<file path="src/rtl/dvs_aer_to_event_iface_if.sv">
// -----------------------------------------------------------------------------
// dvs_aer_to_event_iface_if
//
// This interface bundles the signals between the AER-to-event bridge and its
// environment. The environment is the DVS camera pads plus the shared FIFO
// bus arbiter.
//
//   aer        camera -> bridge   AER data word. The X word is
//                                 {x[X_BITS-1:0], polarity}. The Y word carries
//                                 y in the low Y_BITS bits.
//   xsel       camera -> bridge   word type: 1 = X word, 0 = Y word
//   req        camera -> bridge   asynchronous 4-phase request
//   ack        bridge -> camera   registered 4-phase acknowledge
//   fifo_req   bridge -> arbiter  FIFO bus request, held while a write is pending
//   fifo_grant arbiter -> bridge  grant, held until fifo_req falls
//   fifo_wr_en bridge -> FIFO     single-cycle write strobe
//   fifo_event bridge -> FIFO     {x, y, polarity}, with X in the MSBs
//
// Modports:
//   master - the environment side (camera and arbiter)
//   slave  - the bridge side
// -----------------------------------------------------------------------------
interface dvs_aer_to_event_iface_if #(
    parameter int X_BITS     = 9,
    parameter int Y_BITS     = 9,
    parameter int EVENT_BITS = 19
);
    logic [X_BITS:0]       aer;
    logic                  xsel;
    logic                  req;
    logic                  ack;
    logic                  fifo_grant;
    logic                  fifo_req;
    logic                  fifo_wr_en;
    logic [EVENT_BITS-1:0] fifo_event;

    modport master (
        output aer, xsel, req, fifo_grant,
        input  ack, fifo_req, fifo_wr_en, fifo_event
    );

    modport slave (
        input  aer, xsel, req, fifo_grant,
        output ack, fifo_req, fifo_wr_en, fifo_event
    );
endinterface

</file>
<file path="src/rtl/dvs_aer_to_event_iface.sv">
// -----------------------------------------------------------------------------
// dvs_aer_to_event_iface
//
// This is the receiver-side bridge from a DVS camera's asynchronous AER bus to
// the on-chip event FIFO. It does the following:
//   - runs the 4-phase REQ/ACK handshake with the camera;
//   - keeps the most recent row (Y) address;
//   - for every column (X) word, writes one packed event {x, y, polarity} to
//     the FIFO through a request/grant port.
//
// Parameters:
//   X_BITS        column address width (default 9)
//   Y_BITS        row address width (default 9)
//   EVENT_BITS    must equal X_BITS + Y_BITS + 1
//   CLK_PERIOD_NS clock period, used only to derive the settle count
//   Y_SETTLE_NS   minimum time from REQ assertion to ACK
//
// Ports:
//   clk  rising-edge clock
//   rst  synchronous, active-high reset
//   bus  dvs_aer_to_event_iface_if.slave (aer, xsel, req, ack, fifo_req,
//        fifo_grant, fifo_wr_en, fifo_event)
//
// Configuration macro:
//   DVS_AER_SYNC3_EN  When defined, req goes through a 3-flop synchronizer
//                     instead of 2 flops. Every req-related latency grows by
//                     one cycle.
// -----------------------------------------------------------------------------
module dvs_aer_to_event_iface #(
    parameter int X_BITS        = 9,
    parameter int Y_BITS        = 9,
    parameter int EVENT_BITS    = 19,
    parameter int CLK_PERIOD_NS = 10,
    parameter int Y_SETTLE_NS   = 50
) (
    input  logic                      clk,
    input  logic                      rst,
    dvs_aer_to_event_iface_if.slave   bus
);

`ifdef DVS_AER_SYNC3_EN
    localparam int SYNC_STAGES = 3;
`else
    localparam int SYNC_STAGES = 2;
`endif

    localparam int Y_SETTLE_CYC = (Y_SETTLE_NS + CLK_PERIOD_NS - 1) / CLK_PERIOD_NS;

    // The IDLE cycle that first observes req_s counts as the first settle
    // cycle. The SETTLE state therefore runs for Y_SETTLE_CYC-1 cycles. The
    // latency from req_s to ack is then Y_SETTLE_CYC settle cycles plus the
    // LATCH cycle.
    localparam int SETTLE_LAST = (Y_SETTLE_CYC >= 2) ? (Y_SETTLE_CYC - 2) : 0;
    localparam int CNT_W       = (Y_SETTLE_CYC > 2) ? $clog2(Y_SETTLE_CYC) : 1;
    localparam logic [CNT_W-1:0] SETTLE_LAST_C = CNT_W'(SETTLE_LAST);

    typedef enum logic [1:0] {
        ST_IDLE   = 2'd0,
        ST_SETTLE = 2'd1,
        ST_LATCH  = 2'd2,
        ST_ACK    = 2'd3
    } state_t;

    state_t                  state_q, state_d;
    logic [CNT_W-1:0]        cnt_q, cnt_d;
    logic [SYNC_STAGES-1:0]  sync_q;
    logic                    req_s;
    logic                    ack_q, ack_d;
    logic [Y_BITS-1:0]       row_q, row_d;
    logic                    pend_q, pend_d;
    logic [EVENT_BITS-1:0]   pend_evt_q, pend_evt_d;
    logic                    wr_en_q, wr_en_d;
    logic [EVENT_BITS-1:0]   evt_q, evt_d;

    assign req_s = sync_q[SYNC_STAGES-1];

    // Next-state and datapath logic
    always_comb begin
        state_d    = state_q;
        cnt_d      = cnt_q;
        row_d      = row_q;
        pend_d     = pend_q;
        pend_evt_d = pend_evt_q;
        wr_en_d    = 1'b0;
        evt_d      = evt_q;

        unique case (state_q)
            ST_IDLE: begin
                if (req_s) begin
                    state_d = ST_SETTLE;
                    cnt_d   = '0;
                end
            end

            ST_SETTLE: begin
                if (cnt_q == SETTLE_LAST_C) begin
                    state_d = ST_LATCH;
                end else begin
                    cnt_d = cnt_q + 1'b1;
                end
            end

            ST_LATCH: begin
                // aer and xsel are held stable by the camera for the whole
                // time req is high. Sampling them here needs no synchronizer.
                if (!bus.xsel) begin
                    row_d   = bus.aer[Y_BITS-1:0];
                    state_d = ST_ACK;
                end else if (!pend_q) begin
                    pend_evt_d = {bus.aer[X_BITS:1], row_q, bus.aer[0]};
                    pend_d     = 1'b1;
                    state_d    = ST_ACK;
                end
                // An X word that arrives while a write is still pending waits
                // here with ack withheld. This stalls the camera instead of
                // dropping the event.
            end

            ST_ACK: begin
                if (!req_s) begin
                    state_d = ST_IDLE;
                end
            end

            default: begin
                state_d = ST_IDLE;
            end
        endcase

        ack_d = (state_d == ST_ACK);

        // FIFO write sequence. The first sampled grant fires a one-cycle
        // strobe. The following cycle retires the pending event, which drops
        // fifo_req. The LATCH condition and this clear are mutually exclusive
        // on pend_q, so the two never write pend_d in the same cycle.
        if (pend_q) begin
            if (wr_en_q) begin
                pend_d = 1'b0;
            end else if (bus.fifo_grant) begin
                wr_en_d = 1'b1;
                evt_d   = pend_evt_q;
            end
        end
    end

    always_ff @(posedge clk) begin
        if (rst) begin
            sync_q     <= '0;
            state_q    <= ST_IDLE;
            cnt_q      <= '0;
            ack_q      <= 1'b0;
            row_q      <= '0;
            pend_q     <= 1'b0;
            pend_evt_q <= '0;
            wr_en_q    <= 1'b0;
            evt_q      <= '0;
        end else begin
            if (SYNC_STAGES > 1) begin
                sync_q <= {sync_q[SYNC_STAGES-2:0], bus.req};
            end
            state_q    <= state_d;
            cnt_q      <= cnt_d;
            ack_q      <= ack_d;
            row_q      <= row_d;
            pend_q     <= pend_d;
            pend_evt_q <= pend_evt_d;
            wr_en_q    <= wr_en_d;
            evt_q      <= evt_d;
        end
    end

    assign bus.ack        = ack_q;
    assign bus.fifo_req   = pend_q;
    assign bus.fifo_wr_en = wr_en_q;
    assign bus.fifo_event = evt_q;

endmodule

</file>
<file path="src/flat_wrapper.sv">
// flat-port wrapper written by rule: the top's interface ports become plain ports
module dvs_aer_to_event_iface_flat 
#(
    parameter int X_BITS        = 9,
    parameter int Y_BITS        = 9,
    parameter int EVENT_BITS    = 19,
    parameter int CLK_PERIOD_NS = 10,
    parameter int Y_SETTLE_NS   = 50
)
  (clk, rst, bus_aer, bus_xsel, bus_req, bus_fifo_grant, bus_ack, bus_fifo_req, bus_fifo_wr_en, bus_fifo_event);
  dvs_aer_to_event_iface_if #(.X_BITS(X_BITS), .Y_BITS(Y_BITS), .EVENT_BITS(EVENT_BITS)) bus_i ();
  input  logic clk;
  input  logic rst;
  input wire logic [$bits(bus_i.aer)-1:0] bus_aer;
  input wire logic [$bits(bus_i.xsel)-1:0] bus_xsel;
  input wire logic [$bits(bus_i.req)-1:0] bus_req;
  input wire logic [$bits(bus_i.fifo_grant)-1:0] bus_fifo_grant;
  output wire logic [$bits(bus_i.ack)-1:0] bus_ack;
  output wire logic [$bits(bus_i.fifo_req)-1:0] bus_fifo_req;
  output wire logic [$bits(bus_i.fifo_wr_en)-1:0] bus_fifo_wr_en;
  output wire logic [$bits(bus_i.fifo_event)-1:0] bus_fifo_event;
  assign bus_i.aer = bus_aer;
  assign bus_i.xsel = bus_xsel;
  assign bus_i.req = bus_req;
  assign bus_i.fifo_grant = bus_fifo_grant;
  assign bus_ack = bus_i.ack;
  assign bus_fifo_req = bus_i.fifo_req;
  assign bus_fifo_wr_en = bus_i.fifo_wr_en;
  assign bus_fifo_event = bus_i.fifo_event;
  dvs_aer_to_event_iface #(.X_BITS(X_BITS), .Y_BITS(Y_BITS), .EVENT_BITS(EVENT_BITS), .CLK_PERIOD_NS(CLK_PERIOD_NS), .Y_SETTLE_NS(Y_SETTLE_NS)) u_core (.clk(clk), .rst(rst), .bus(bus_i));
endmodule
</file>
<file path="config.mk">
export PLATFORM = sky130hd
export DESIGN_NAME = dvs_aer_to_event_iface_flat
export DESIGN_NICKNAME = d
export VERILOG_FILES = /design/src/rtl/dvs_aer_to_event_iface_if.sv /design/src/rtl/dvs_aer_to_event_iface.sv /design/src/flat_wrapper.sv
export SDC_FILE = /design/constraint.sdc
export NUM_CORES = 1
export LEC_CHECK = 0
export CAP_MARGIN = 10
export CORE_ASPECT_RATIO = 1.25
export CORE_MARGIN = 8
export CORE_UTILIZATION = 40
export DETAILED_ROUTE_END_ITERATION = 8
export PLACE_DENSITY_LB_ADDON = 0.2
export SLEW_MARGIN = 20
export SYNTH_ARGS = -nofsm -noshare
export SYNTH_HDL_FRONTEND = slang
export SYNTH_SLANG_ARGS = --single-unit
</file>
<file path="constraint.sdc">
create_clock -name clk -period 3.82 [get_ports clk]
set_input_delay 0.955 -clock clk [delete_from_list [all_inputs] [get_ports clk]]
set_output_delay 0.955 -clock clk [all_outputs]
set_load 0.02 [all_outputs]
</file>
==> run_results.csv, run 1 <==
group,metric,value,unit
outcome,run_status,"completed",
min_path,min_delay_path_depth,1,
synthesis,synth_cells,244,
power_and_ir_drop,power.leakage,0.868,nW
sta,min_period_over_period,0.632,
critical_path,worst_setup_path_end_kind,"flip-flop",
synthesis,ys.warnings.count,0,
power_and_ir_drop,power_per_cell_area,470,nW/um^2
floorplan,row_count,29,
layout,syn_to_final_growth,28.0,%
critical_path,timing.setup.critical_path_class,"in -> reg",
floorplan,dieArea,7760,um^2
grt,number_of_antenna_violations_at_the_first_check_in_global_routing,0,
sta,finClkSkew,7.01,ps
layout,fin_nets,291,
flow_run,maxCapViolCount,0,
sta,timing.max_slew.rel_slack,0.324,
detailed_routing,routed-via-count,1691,
synthesis,mappedNetlistNets,261,
detailed_routing,route.detailed.drc,0,
placement,place_inst,325,
layout,layout-drive-gt1-share,0.0645,
detailed_routing,wl,4.42,mm
sta,fin_tns_setup,0,ps
min_path,hold_path_class,"reg -> reg",
sta,maxClockFrequency,415,MHz
detailed_routing,post_drt_wl_per_cell,13.0,um
layout,post_layout_nonfiller_instances,341,
layout,post-route-util,0.526,
critical_path,critical_path.startpoint_type,"input port",
grt,grt_pass1_vias,1657,
cts,tritoncts.num_buffers,9,
cts,cts.repair.resized,0,
critical_path,regToRegEndpoint,"u_core.row_q[2]$_SDFFE_PP0P_",
placement,finalWeightedCongestion,0.721,
critical_path,cp_data_arrival_time,2580,ps
sta,rsz0062_at_grt,"no",
synthesis,synth_seq_area_share,0.550,
cts,cts_tree,"yes",
critical_path,worstRegToRegCells,3,
min_path,hold_end,"u_core.sync_q[1]$_SDFF_PP0_",
cts,cts_sinks,57,
sta,post-route-min-period,2410,ps
placement,dp_hpwl,2.81,mm
sta,drv_slew,0,
cts,cts.root.buffer_cell,"clkbuf_8",
min_path,hold_start,"u_core.sync_q[0]$_SDFF_PP0_",
synthesis,synth.lib_cells_used.distinct,28,
sta,setup_violations,0,
floorplan,fp.coreArea,5040,um^2
grt,grt_pass1_wl,7.57,mm
floorplan,initial_core_util,0.411,
cts,post-cts-setup-buffer-count,0,
sta,tightestPinTransition,1010,ps
detailed_routing,drt_pass1_iterations,4,
detailed_routing,initialDrtViolationCount,86,
power_and_ir_drop,total_power,1.25,mW
critical_path,required,3990,ps
detailed_routing,route.antenna.remaining_nets,0,
synthesis,postSynthRegisterBits,57,
synthesis,synth.cell_area,2070,um^2
cts,postCtsHoldBufs,0,
floorplan,die_w,80.4,um
critical_path,timing.rr.start,"u_core.state_q[1]$_SDFF_PP0_",
grt,maximum_number_of_pins_on_one_net_before_global_route_repair,58,
power_and_ir_drop,vdd.ir_drop.worst,0.271,mV
cts,htree_levels,3,
grt,grt.total_usage,0.125,
floorplan,die_h,96.5,um
detailed_routing,via_per_inst,4.96,
cts,cts.reportedPaths.clkPinSlew,60,ps
grt,globalRoute.totalOverflow,0,
cts,clock_tree.buffer_depth,2,
critical_path,timing.critical_path.fanout_max,20,
synthesis,avgSynthCellArea,8.50,um^2
critical_path,r2r_slack,2010,ps
sta,final-hold-violation-count,0,
placement,portBuffers,36,
floorplan,boundaryPins,37,
cts,worst_skew_pair_later_pin_latency,330,ps
layout,antenna_cells,0,
[cell families (layout without fill, tap and decap cells)]
family,after synthesis,after routing,synth area share
AOI/OAI and AO/OA,49,49,0.127
adders and majority gates,2,2,0.0121
buffers and inverters,19,54,0.0441
DFF,57,57,0.550
muxes,9,9,0.0435
and+or+nand+nor,108,108,0.223
[sequential cells by signal (all words and copies together) (netlist names)]
register / cells
u_core.sync_q: 2
u_core.bus.fifo_wr_en: 1
u_core.cnt_q: 3
u_core.pend_evt_q: 19
u_core.row_q: 9
u_core.state_q: 2
u_core.bus.ack: 1
u_core.bus.fifo_event: 19
u_core.bus.fifo_req: 1
[critical path, stage by stage]
cell and delay (ps):
clkdlybuf4s50_1 540, nand4bb_1 720, nand2_1 280, a21oi_1 90
[worst max-delay path by stage]
stage	startpoint	to	slack, ps	depth (start not counted)
after floorplan	rst	u_core.bus.fifo_wr_en$_SDFF_PP0_	2130	3
after global placement	bus_xsel	u_core.pend_evt_q[12]$_SDFFE_PP0P_	1070	4
after detailed placement	bus_xsel	u_core.pend_evt_q[1]$_SDFFE_PP0P_	1040	4
after CTS	bus_xsel	u_core.pend_evt_q[1]$_SDFFE_PP0P_	1390	4
after global routing	bus_xsel	u_core.pend_evt_q[1]$_SDFFE_PP0P_	1240	4
final	bus_xsel	u_core.pend_evt_q[1]$_SDFFE_PP0P_	1410	4
[cells in the mapped netlist, drive strengths merged]
library cell  count  area (um^2)
a211oi            1         7.51
a21oi            41          205
a31oi             3         18.8
a32oi             1         8.76
and3b             1         8.76
and4bb            1         12.5
buf               9         53.8
clkbuf            8         30.0
dfxtp            57         1140
ha                2         25.0
inv               2         7.51
mux2i             9         90.1
nand2            79          297
nand2b            3         18.8
nand3             4         20.0
nand3b            2         15.0
nand4bb           1         11.3
nor2             12         45.0
nor2b             2         12.5
nor3b             1         7.51
nor4b             1         8.76
o21ai             1         5.00
o21ba             1         10.0
o21bai            1         7.51
or2               1         6.26
[per-layer routing]
metal	global-route usage	vias to the layer above	wire, um
li1	-	862	-
met1	0.135	789	1920
met2	0.207	30	2160
met3	0.0472	10	234
met4	0.0684	0	105
met5	0	-	0
[placed cells by master, fill, tap and decap left out]
master,Yosys,layout
a211oi_1,1,1
a21oi_1,41,41
a31oi_1,3,3
a32oi_1,1,1
and3b_1,1,1
and4bb_1,1,1
buf_2,4,1
bufinv_16,0,1
clkbuf_1,8,1
clkbuf_8,0,14
clkdlybuf4s50_1,0,35
dfxtp_1,57,57
ha_1,2,2
inv_1,2,2
mux2i_1,9,9
nand2_1,79,79
nand2b_1,3,3
nand3_1,4,4
nand3b_1,2,2
nand4bb_1,1,1
nor2_1,12,12
nor2b_1,2,2
nor3b_2,0,1
nor4b_1,1,1
o21ai_0,1,1
o21ba_2,1,1
o21bai_1,1,1
or2_1,1,1
[metrics by stage]
stage | setup WS (ps) | hold WS, ps | instance area (um^2)
6_report | 1410 | 449 | 2650
5_1_grt | 1240 | 467 | 2650
4_1_cts | 1390 | 453 | 2650
3_5_place_dp | 1040 | 442 | 2430
3_3_place_gp | 1070 | 433 | 2430
2_1_floorplan | 2130 | 414 | 2070
[cell type report]
type,count,area [um^2]
fillers,487,2390
inverters,2,7.51
well taps,62,77.6
clock buffers,15,196
multi-input cells,168,846
repair buffers,36,355
flip-flops and latches,57,1140
clock inverters,1,30.0
[where the power goes]
group | leakage [nW] | internal [mW] | switching [mW]
registers | 0.460 | 0.597 | 0.00309
logic | 0.292 | 0.0161 | 0.0165
clock network | 0.116 | 0.391 | 0.223
Power figures use the tool's default switching activity.
==> inputs of run 2 (changes only) <==
clock period = 2.41 ns   (was 3.82 ns; I/O delays follow)
==> run_results.csv, run 2 (synthesized netlist as in run 1, its figures left out) <==
group,metric,value,unit
power_and_ir_drop,power_switching,0.391,mW
detailed_routing,routed-via-count,1701,
grt,global_route.usage.met3,0.0593,
critical_path,regToRegEndpoint,"u_core.bus.ack$_SDFF_PP0_",
power_and_ir_drop,power_frac_clock,0.479,
critical_path,worstRegToRegCells,5,
sta,drv_slew,0,
placement,placed_area,2470,um^2
critical_path,timing.rr.start,"u_core.cnt_q[0]$_SDFFE_PP0P_",
critical_path,worst_setup_path_end_kind,"primary output",
sta,final-hold-violation-count,0,
min_path,min_delay_path_depth,2,
critical_path,cp_data_arrival_time,1390,ps
sta,maxClockFrequency,501,MHz
detailed_routing,route.detailed.drc,0,
min_path,hold_start,"u_core.pend_evt_q[15]$_SDFFE_PP0P_",
power_and_ir_drop,combPwrFrac,0.027,
detailed_routing,post_drt_wl_per_cell,13.2,um
grt,number_of_antenna_violations_at_the_first_check_in_global_routing,0,
sta,finClkSkew,7.82,ps
critical_path,crit_family,"buffers and inverters",
sta,fin_tns_setup,0,ps
detailed_routing,wl,4.59,mm
grt,grt-busiest-layer,"met2",
min_path,hold_path_class,"reg -> reg",
floorplan,row_count,29,
cts,postCtsHoldBufs,0,
sta,timing.max_slew.rel_slack,0.615,
floorplan,die_w,80.4,um
power_and_ir_drop,sw_frac_of_total,0.203,
cts,cts_sinks,57,
critical_path,r2r_slack,980,ps
grt,grt.met2_usage,0.204,
layout,final_cell_mix,"79 x nand2_1, 57 x dfxtp_1, 41 x a21oi_1",
power_and_ir_drop,power.leakage,0.888,nW
cts,htree_levels,3,
layout,regArea,1140,um^2
critical_path,critical_path.startpoint_type,"flip-flop",
cts,cts_tree,"yes",
cts,cts.repair.resized,0,
placement,portBuffers,36,
grt,grt.total_usage,0.131,
grt,maximum_number_of_pins_on_one_net_before_global_route_repair,58,
layout,most_frequent_standard_cell_in_the_layout_excluding_fill_and_tap_cells,"nand2_1",
sta,post-route-min-period,2000,ps
layout,fillCellCount,476,
cts,worst_skew_pair_later_pin_latency,330,ps
floorplan,die_h,96.5,um
layout,fin_nets,297,
layout,layout.cell_area.non_filler,2680,um^2
sta,rsz0062_at_grt,"no",
flow_run,maxCapViolCount,0,
cts,clock_tree.buffer_depth,2,
detailed_routing,route.antenna.remaining_nets,0,
grt,globalRoute.totalOverflow,0,
floorplan,dieArea,7760,um^2
critical_path,critical_path.max_stage_delay,640,ps
outcome,run_status,"completed",
placement,dp_hpwl,2.87,mm
critical_path,timing.critical_path.slowest_stage_cell,"clkdlybuf4s50_1",
placement,finalWeightedCongestion,0.722,
layout,antenna_cells,0,
critical_path,required,1810,ps
floorplan,fp.coreArea,5040,um^2
grt,global_route.usage.met1,0.149,
power_and_ir_drop,intPower,1.53,mW
cts,cts.root.buffer_cell,"clkbuf_8",
grt,grt_pass1_wl,7.83,mm
floorplan,initial_core_util,0.411,
cts,post-cts-setup-buffer-count,0,
sta,setup_violations,0,
min_path,hold_end,"u_core.bus.fifo_event[15]$_SDFFE_PP0P_",
grt,grt_pass1_vias,1660,
cts,tritoncts.num_buffers,9,
power_and_ir_drop,vdd.ir_drop.worst,0.432,mV
sta,tightestPinTransition,578,ps
detailed_routing,drt_pass1_iterations,4,
floorplan,boundaryPins,37,
critical_path,timing.setup.critical_path_class,"reg -> out",
layout,layout-drive-gt1-share,0.0807,
layout,syn_to_final_growth,29.3,%
power_and_ir_drop,power_frac_seq,0.494,
critical_path,crit_buf_inv,1,
cts,cts.reportedPaths.clkPinSlew,60,ps
detailed_routing,initialDrtViolationCount,76,
power_and_ir_drop,power_per_cell_area,718,nW/um^2
sta,min_period_over_period,0.828,
critical_path,timing.critical_path.cells,"clkdlybuf4s50_1",
layout,multi_input_combinational_cell_area,846,um^2
critical_path,timing.critical_path.fanout_max,7,
detailed_routing,via_per_inst,4.90,
[run 2: cell count changes in the layout (fill, tap and decap cells not counted)]
cell,before,now
clkbuf_1,1,2
clkbuf_8,14,12
clkinv_2,0,1
buf_4,0,6
[run 2: per-layer routing]
metal  vias to the layer above  share of wire  routed length, um
li1                        872              -                  -
met1                       793           0.45               2070
met2                        30           0.48               2210
met3                         6          0.053                242
met4                         0          0.015                 71
met5                         -              0                  0
[run 2: power groups by stage]
stage / sequential, mW / clock (mW) / combinational [mW]
after floorplan: 0.969 / 0 / 0.0234
after global placement: 0.971 / 0 / 0.0532
after CTS: 0.951 / 0.947 / 0.0534
after detailed placement: 0.971 / 0 / 0.0531
after global routing: 0.951 / 0.995 / 0.0572
final: 0.951 / 0.921 / 0.0529
[run 2: how the worst max path moves through the flow]
stage	startpoint	end	slack [ps]	depth (start not counted)
2_1_floorplan	rst	u_core.bus.fifo_wr_en$_SDFF_PP0_	1070	3
3_3_place_gp	bus_xsel	u_core.row_q[2]$_SDFFE_PP0P_	570	5
3_5_place_dp	bus_xsel	u_core.row_q[3]$_SDFFE_PP0P_	520	5
4_1_cts	u_core.bus.fifo_req$_SDFF_PP0_	bus_fifo_req	380	1
5_1_grt	u_core.bus.fifo_req$_SDFF_PP0_	bus_fifo_req	360	1
6_report	u_core.bus.fifo_req$_SDFF_PP0_	bus_fifo_req	410	1
[run 2: layout make-up]
type,instances,area share
clock inverter,2,0.0131
tap,62,0.0289
timing repair buffer,42,0.149
multi-input combinational,168,0.316
sequential,57,0.426
clock buffer,14,0.0644
inverter,2,0.00280
[run 2: stage by stage]
stage | instances | util | total power [mW] | setup slack [ps] | hold WS [ps]
2_1_floorplan | 244 | - | 0.992 | 1070 | 414
3_3_place_gp | 331 | 0.490 | 1.02 | 570 | 431
6_report | 347 | 0.531 | 1.92 | 414 | 446
5_1_grt | 347 | 0.531 | 2.00 | 363 | 472
4_1_cts | 347 | 0.531 | 1.95 | 381 | 454
3_5_place_dp | 331 | 0.490 | 1.02 | 519 | 432
==> inputs of run 3 (changes only) <==
clock period = 1.8 ns   (was 2.41 ns; I/O delays follow)
==> run_results.csv, run 3 (synthesized netlist as in run 1, its figures left out) <==
group,metric,value,unit
critical_path,crit_end,"bus_fifo_event[2]",
placement,finalWeightedCongestion,0.705,
sta,final-hold-violation-count,0,
layout,fin_nets,298,
power_and_ir_drop,power.leakage,0.924,nW
detailed_routing,route.detailed.drc,0,
critical_path,cp_data_arrival_time,1290,ps
sta,fin_hold_ws,446,ps
sta,tightestPinTransition,411,ps
placement,placed_area,2500,um^2
floorplan,row_count,29,
critical_path,timing.critical_path.slowest_stage_cell,"clkdlybuf4s50_1",
grt,number_of_antenna_violations_at_the_first_check_in_global_routing,0,
critical_path,regToRegEndpoint,"u_core.bus.ack$_SDFF_PP0_",
flow_run,maxCapViolCount,0,
cts,tritoncts.num_buffers,9,
sta,fin_tns_setup,0,ps
grt,grt_pass1_wl,7.83,mm
critical_path,timing.critical_path.fanout_max,2,
sta,rsz0062_at_grt,"no",
detailed_routing,routed-via-count,1696,
floorplan,dieArea,7760,um^2
layout,antenna_cells,0,
detailed_routing,via_per_inst,4.87,
placement,place_inst,332,
critical_path,timing.setup.critical_path_class,"reg -> out",
sta,post-route-min-period,1740,ps
critical_path,crit_buf_inv,1,
placement,portBuffers,36,
cts,postCtsHoldBufs,0,
detailed_routing,initialDrtViolationCount,75,
layout,layout-drive-gt1-share,0.0839,
grt,maximum_number_of_pins_on_one_net_before_global_route_repair,41,
power_and_ir_drop,power_per_cell_area,948,nW/um^2
critical_path,timing.critical_path.cells,"clkdlybuf4s50_1",
cts,clock_tree.buffer_depth,2,
critical_path,cp-startpoint,"u_core.bus.fifo_event[2]$_SDFFE_PP0P_",
sta,maxClockFrequency,575,MHz
layout,layout.cell_area.non_filler,2710,um^2
layout,post_layout_nonfiller_instances,348,
sta,setup_violations,0,
critical_path,worstRegToRegCells,5,
critical_path,timing.rr.start,"u_core.cnt_q[0]$_SDFFE_PP0P_",
layout,final_cell_mix,"79 x nand2_1, 57 x dfxtp_1, 41 x a21oi_1",
critical_path,path_depth,1,
sta,drv_slew,0,
critical_path,r2r_slack,370,ps
min_path,hold_path_class,"reg -> reg",
detailed_routing,post_drt_wl_per_cell,12.9,um
placement,dp_hpwl,2.97,mm
floorplan,boundaryPins,37,
cts,cts_sinks,57,
grt,grt_pass1_vias,1698,
cts,htree_levels,3,
detailed_routing,drt_pass1_iterations,4,
power_and_ir_drop,total_power,2.57,mW
grt,globalRoute.totalOverflow,0,
critical_path,required,1350,ps
floorplan,die_w,80.4,um
detailed_routing,route.antenna.remaining_nets,0,
cts,worst_skew_pair_later_pin_latency,330,ps
critical_path,critical_path.max_stage_delay,620,ps
sta,min_period_over_period,0.966,
cts,post-cts-setup-buffer-count,0,
floorplan,die_h,96.5,um
grt,grt.total_usage,0.130,
cts,cts_tree,"yes",
floorplan,fp.coreArea,5040,um^2
sta,timing.max_slew.rel_slack,0.726,
layout,syn_to_final_growth,30.9,%
outcome,run_status,"completed",
floorplan,initial_core_util,0.411,
sta,finClkSkew,9.48,ps
critical_path,crit_family,"buffers and inverters",
cts,cts.reportedPaths.clkPinSlew,70,ps
layout,most_frequent_standard_cell_in_the_layout_excluding_fill_and_tap_cells,"nand2_1",
critical_path,worst_setup_path_end_kind,"primary output",
power_and_ir_drop,vdd.ir_drop.worst,0.607,mV
cts,cts.root.buffer_cell,"clkbuf_8",
critical_path,critical_path.startpoint_type,"flip-flop",
detailed_routing,wl,4.50,mm
[run 3: cell types whose count changed in the layout (fill, tap and decap cells not counted), sizes merged]
cell and delta:
clkdlybuf4s50 -2, dlymetal6s2s +1, dlygate4sd2 +1, buf +1
[run 3: repair_timing]
item                                    4_1_cts  5_1_grt
cloned                                        0        0
endpoints found under the setup margin        1        1
resized for setup                             1        1
[run 3: area by class of cell]
type | count | area [um^2]
Clock buffer | 14 | 173
Clock inverter | 2 | 35.0
Fill cell | 490 | 2330
Inverter | 2 | 7.51
Multi-Input combinational cell | 168 | 846
Sequential cell | 57 | 1140
Tap cell | 62 | 77.6
Timing Repair Buffer | 43 | 434
[run 3: worst min-delay path by stage]
stage / endpoint / cells after the start / startpoint
finish: u_core.sync_q[1]$_SDFF_PP0_ / 1 / u_core.sync_q[0]$_SDFF_PP0_
global route: u_core.sync_q[1]$_SDFF_PP0_ / 1 / u_core.sync_q[0]$_SDFF_PP0_
CTS: u_core.sync_q[1]$_SDFF_PP0_ / 1 / u_core.sync_q[0]$_SDFF_PP0_
detailed placement: u_core.sync_q[1]$_SDFF_PP0_ / 1 / u_core.sync_q[0]$_SDFF_PP0_
global placement: u_core.bus.fifo_event[5]$_SDFFE_PP0P_ / 2 / u_core.pend_evt_q[5]$_SDFFE_PP0P_
floorplan: u_core.sync_q[1]$_SDFF_PP0_ / 1 / u_core.sync_q[0]$_SDFF_PP0_
[run 3: routing by layer]
metal | share of wire | wire length (um) | global-route usage | vias up
li1 | - | - | - | 874
met1 | 0.44 | 2000 | 0.144 | 790
met2 | 0.49 | 2210 | 0.212 | 26
met3 | 0.049 | 219 | 0.0509 | 6
met4 | 0.017 | 78 | 0.0638 | 0
met5 | 0 | 0 | 0 | -
[run 3: power by group]
group / switching [mW] / internal (mW) / leakage, nW / total [mW]
combinational: 0.0364 / 0.0384 / 0.358 / 0.0748
sequential: 0.00691 / 1.27 / 0.460 / 1.27
clock: 0.472 / 0.752 / 0.107 / 1.22
total: 0.515 / 2.06 / 0.924 / 2.57
[run 3: through the flow]
| stage | util | setup slack (ps) |
|---|---|---|
| floorplan | - | 515 |
| global placement | 0.497 | 126 |
| detailed placement | 0.497 | 96.9 |
| CTS | 0.538 | 32.0 |
| global route | 0.538 | 6.14 |
| finish | 0.538 | 60.5 |
